`config.mk`:
```
export PLATFORM = sky130hd
export DESIGN_NAME = usb_transmitter
export DESIGN_NICKNAME = d
export VERILOG_FILES = /design/src/rtl/usb_transmitter.sv
export SDC_FILE = /design/constraint.sdc
export NUM_CORES = 1
export LEC_CHECK = 0
export BUFFER_PORTS_ARGS = -buffer_cell sky130_fd_sc_hd__buf_2
export CORE_UTILIZATION = 50
export CTS_BUF_LIST = sky130_fd_sc_hd__clkbuf_8
export CTS_CLUSTER_SIZE = 24
export DETAILED_ROUTE_END_ITERATION = 8
export PLACE_DENSITY_LB_ADDON = 0.1
export SYNTH_ARGS = -nofsm -noshare
export SYNTH_HDL_FRONTEND = slang
export SYNTH_SLANG_ARGS = --single-unit
```
`constraint.sdc`:
```
create_clock -name clk -period 4.99 [get_ports clk]
set_input_delay 0.998 -clock clk [delete_from_list [all_inputs] [get_ports clk]]
set_output_delay 0.998 -clock clk [all_outputs]
set_load 0.05 [all_outputs]
```
`src/rtl/usb_transmitter.sv`:
```
// Serial USB low-level transmitter: parallel bytes to an NRZI differential line, LSB first,
// one bit per clock, with an SE0/SE0/J end-of-packet sequence.
module usb_transmitter (
    input  logic       clk,
    input  logic       n_rst,
    input  logic       load_enable,
    input  logic [7:0] data,
    input  logic       eop,
    output logic       d_plus,
    output logic       d_minus,
    output logic       busy
);

    typedef enum logic [2:0] {
        StIdle,
        StSend,
        StEop1,
        StEop2,
        StEopJ
    } state_e;

    state_e     state_q, state_d;
    logic [7:0] shift_q, shift_d;
    logic [2:0] cnt_q, cnt_d;
    logic       pend_q, pend_d;
    logic       level_q, level_d;
    logic       dp_q, dp_d;
    logic       dm_q, dm_d;
    logic       busy_q, busy_d;

    logic       last_bit;
    logic       load_ok;

    // cnt_q == 7 marks the cycle whose closing edge drives bit 7; a new byte may be taken there.
    assign last_bit = (state_q == StSend) && (cnt_q == 3'd7);
    assign load_ok  = load_enable && ((state_q == StIdle) || last_bit);

    // State register
    always_ff @(posedge clk or posedge n_rst) begin
        if (n_rst) begin
            state_q <= StIdle;
        end else begin
            state_q <= state_d;
        end
    end

    // Next-state logic
    always_comb begin
        state_d = state_q;
        unique case (state_q)
            StIdle: begin
                if (load_ok) begin
                    state_d = StSend;
                end else if (eop) begin
                    state_d = StEop1;
                end
            end
            StSend: begin
                if (last_bit) begin
                    if (load_ok) begin
                        state_d = StSend;
                    end else if (pend_q || eop) begin
                        state_d = StEop1;
                    end else begin
                        state_d = StIdle;
                    end
                end
            end
            StEop1:  state_d = StEop2;
            StEop2:  state_d = StEopJ;
            StEopJ:  state_d = StIdle;
            default: state_d = StIdle;
        endcase
    end

    // Shift register, bit counter and pending end-of-packet
    always_comb begin
        shift_d = shift_q;
        cnt_d   = cnt_q;
        pend_d  = pend_q;
        if (state_q == StSend) begin
            shift_d = {1'b0, shift_q[7:1]};
            cnt_d   = cnt_q + 3'd1;
        end
        if (load_ok) begin
            shift_d = data;
            cnt_d   = 3'd0;
        end
        // An eop that cannot start at once (byte in flight, or load winning in idle) waits.
        if (eop && ((state_q == StSend) || ((state_q == StIdle) && load_ok))) begin
            pend_d = 1'b1;
        end
        if (state_d == StEop1) begin
            pend_d = 1'b0;
        end
    end

    // Output logic: next values of the registered line and busy flag
    always_comb begin
        level_d = level_q;
        dp_d    = level_q;
        dm_d    = ~level_q;
        busy_d  = (state_d != StIdle) || (state_q != StIdle);
        unique case (state_q)
            StSend: begin
                level_d = shift_q[0] ? level_q : ~level_q;
                dp_d    = level_d;
                dm_d    = ~level_d;
            end
            StEop1, StEop2: begin
                dp_d = 1'b0;
                dm_d = 1'b0;
            end
            StEopJ: begin
                level_d = 1'b1;
                dp_d    = 1'b1;
                dm_d    = 1'b0;
            end
            default: begin
            end
        endcase
    end

    always_ff @(posedge clk or posedge n_rst) begin
        if (n_rst) begin
            shift_q <= 8'h00;
            cnt_q   <= 3'd0;
            pend_q  <= 1'b0;
            level_q <= 1'b1;
            dp_q    <= 1'b1;
            dm_q    <= 1'b0;
            busy_q  <= 1'b0;
        end else begin
            shift_q <= shift_d;
            cnt_q   <= cnt_d;
            pend_q  <= pend_d;
            level_q <= level_d;
            dp_q    <= dp_d;
            dm_q    <= dm_d;
            busy_q  <= busy_d;
        end
    end

    assign d_plus  = dp_q;
    assign d_minus = dm_q;
    assign busy    = busy_q;

    a_no_se1: assert property (@(posedge clk) disable iff (n_rst) !(d_plus && d_minus));

endmodule

```
; ---- Yosys cells after proc, flatten, opt, wreduce, memory -nomap -nowiden
; Cells that the tools add are included.
; Widths: inputs -> output; s select.
[op_classes]
n_addsub = 1
n_eq_ne = 6
muxes = 16
bitwise_logic = 2
n_reduce_logical = 16
[ops]
columns = operator, n
row1 = $mux 8, 2
row2 = $mux 3, 5
row3 = $pmux 3 s4, 1
row4 = $eq 3x2->1 const B, 3
row5 = $eq 3x3->1 const B, 2
row6 = $reduce_bool 2->1, 3
row7 = $reduce_bool 3->1, 2
row8 = $logic_and 1x1->1, 4
row9 = $logic_or 1x1->1, 4
row10 = $mux 2, 2
row11 = $pmux 1 s2, 2
row12 = $add 3x1->3 const B, 1
row13 = $eq 3x1->1 const B, 1
row14 = $logic_not 3->1, 1
row15 = $mux 1, 3
row16 = $pmux 1 s3, 1
row17 = $reduce_or 3->1, 1
row18 = $not 1->1, 2
row19 = $reduce_or 2->1, 1
[totals]
regBits = 19

; ---- Longest topological paths before layout
[logic_depth]
word_depth = 9
ltp_mapped = 7

; ---- Worst setup path before layout
; Ideal clock, no wire load.
[synth_path]
path_kind = reg-to-output
startpoint = register dp_q, in the netlist d_plus
endpoint = output port d_plus
t_arrival_ns = 0.656
setup_slack_ns = 3.336
path_stages_with_launch = 1
n_path_buf = 0
cell_sequence = dfstp_2
[synth_lines]
columns = element, line
row1 = from (decl), 27  ; logic dp_q, dp_d;
row2 = from (signal assigned), 138  ; dp_q <= dp_d;
row3 = to (decl), 9  ; output logic d_plus,
; No word-level cell between the ends.

; ---- Worst setup path after layout
[layout_path]
startpoint = register dp_q, in the netlist d_plus
endpoint = output port d_plus
; No word-level cell between the ends.

==> impl_metrics.toml <==
[status]
status = "finished, final reports clean"

[drt]
dr.pass1.iters = 4
ant_nets = 0
drt_iter0_drc = 27
finalWirelength_mm = 1.822
wire_per_inst_um = 13.50
vias = 760
drc = 0
viasPerCell = 5.630

[cts]
cts_sinks = 19
insertion_delay_ps = 250
cts_htree_levels = 1
clockBufferDepth = 2
cts_hold_buf = 0
cts_tree = "built"
numCtsBuffers = 3
root_buffer = "clkbuf_8"
clk_pin_slew_ps = 70
cts-resized-gates = 0
postCtsSetupBuffers = 0

[worst_setup_path]
crit_buf_inv = 1
arrival_ps = 1010
critPathSlowestCell = "dfstp_2"
crit_fanout = 1
start_kind = "register"
cp_cell_sequence = "buf_2"
worstSetupPathType = "register to output pin"
worstPathRequired_ps = 3990
max_stage_delay_ps = 510
cp_top_family = "flip-flops"
crit_path_end_kind = "output pin"

[power_and_ir_drop]
cellLeakagePower_nw = 0.4858
vdd_drop_max_mv = 0.4142
fin_total_pwr_w = 0.0007060
power_density_mw_per_mm2 = 653.9

[synthesis]
synthCells = 100
ys.flop_type = "dfrtp_1"
synth_area_um2 = 989.7
synth_seq_cells = 19
syn_area_per_cell_um2 = 9.897
synthesis.nets = 114
ys_types = 31
synth_edf_count = 0
yosys_warnings = 0
seq_area_frac_synth_pct = 48.29
async_flop_share_pct = 100.0

[layout]
antenna_cells = 0
nets = 125
final_core_util_pct = 60.56
layout-drive-gt1-share_pct = 20.91
area_growth_pct = 9.103
final_cells = 135

[global_route]
met3_usage_pct = 3.922
busiest_layer = "met1"
grt_util_met1_pct = 28.33
antenna_found_initial = 0
grt_overflow = 0
use_met2_pct = 27.22
grtUsageTotal_pct = 19.71
grt_pass1_wl_mm = 3.029
grt_pass1_vias = 699
grt_max_degree = 20

[place]
placed_cells = 131
gp_congestion = 0.7821
port_buffers = 14
dp.final_hpwl_mm = 1.226

[timing]
fin_crit_ps = 2010
tightest_slew_ps = 784.7
relSlewSlack_pct = 47.49
slew_violations = 0
fin_worst_skew_ps = 4.617
min_period_over_period_pct = 40.27
fmax_mhz = 497.6
timing.final.hold_violations = 0
setup_viol = 0
setup-tns-final_ps = 0
rsz0062_at_grt = "false"

[die]
die_height_um = 46.49
dieArea_mm2 = 0.002161
core_mm2 = 0.001783
ios = 15
start_util_pct = 55.51
rows = 15
die_w_um = 46.49

[worst_hold_path]
worstHoldPathType = "register to register"

[flow_run]
max_cap_violations = 0
stage by stage:
stage                     hold WS [ps]  area [um^2]  setup WS (ps)
after floorplan                  462.8        989.7           3336
after global placement           480.8         1033           3028
after detailed placement         486.8         1033           2972
after CTS                        502.5         1080           2976
after global routing             512.5         1080           2791
final                            506.0         1080           2980
cells by family after synthesis:
| family | Yosys count | synth area share, % |
|---|---|---|
| AOI/OAI and AO/OA | 35 | 23.64 |
| and+or+nand+nor | 22 | 13.15 |
| buffers and inverters | 20 | 10.37 |
| DFF | 19 | 48.29 |
| muxes | 2 | 2.023 |
| adders and majority gates | 2 | 2.528 |
worst paths after layout:
kind,from,to,slack (ps),cells after the start
max,d_plus$_DFF_PP1_,d_plus,2980,1
min,pend_q$_DFFE_PP0P_,pend_q$_DFFE_PP0P_,510,2
max reg2reg,state_q[1]$_DFF_PP0_,shift_q[1]$_DFFE_PP0P_,3030,3
min reg2reg,pend_q$_DFFE_PP0P_,pend_q$_DFFE_PP0P_,510,2
max in group asynchronous,n_rst,state_q[1]$_DFF_PP0_,3710,2
min in group asynchronous,n_rst,shift_q[3]$_DFFE_PP0P_,840,2
cells in the mapped netlist, drive strengths merged (3+ instances only):
cell type,instances,share of area [%]
dfrtp,17,43
o21ai,15,8.0
inv,12,4.6
buf,7,5.4
nand4,7,4.4
o311ai,7,6.2
nor2,6,2.3
a21oi,3,1.5
placed cells by master, fill, tap and decap left out, drive strengths merged, types with 3 or more instances in the layout:
cell type,n
clkbuf,3
dfrtp,17
inv,12
a21oi,3
nor2,6
nand4,7
o311ai,7
buf,14
o21ai,15
flip-flops by register name, summed over array words and instances, names as in the netlist:
name	cells
d_minus	1
pend_q	1
state_q	3
shift_q	8
level_q	1
busy	1
d_plus	1
cnt_q	3
report_power, final:
part | total (W) | switching, W | leakage [nW] | internal (W)
sequential | 0.000283 | 0.0000556 | 0.230 | 0.000228
combinational | 0.000316 | 0.000192 | 0.230 | 0.000124
clock | 0.000107 | 0.0000515 | 0.0255 | 0.0000554
total | 0.000706 | 0.000299 | 0.486 | 0.000407
metal layers:
metal  share of wire, %  vias to the layer above
met5                  0                        -
met4                1.1                        0
met3                4.2                        2
met2                 43                       20
met1                 52                      349
li1                   -                      389
final cells by class:
cell class	count	area (um^2)
multi-input combinational	61	409.1
clock inverter	1	5.005
fill	152	703.2
tap	25	31.28
timing repair buffer	14	70.07
inverter	12	45.04
sequential	19	478.0
clock buffer	3	41.29
Power figures use the tool's default switching activity.
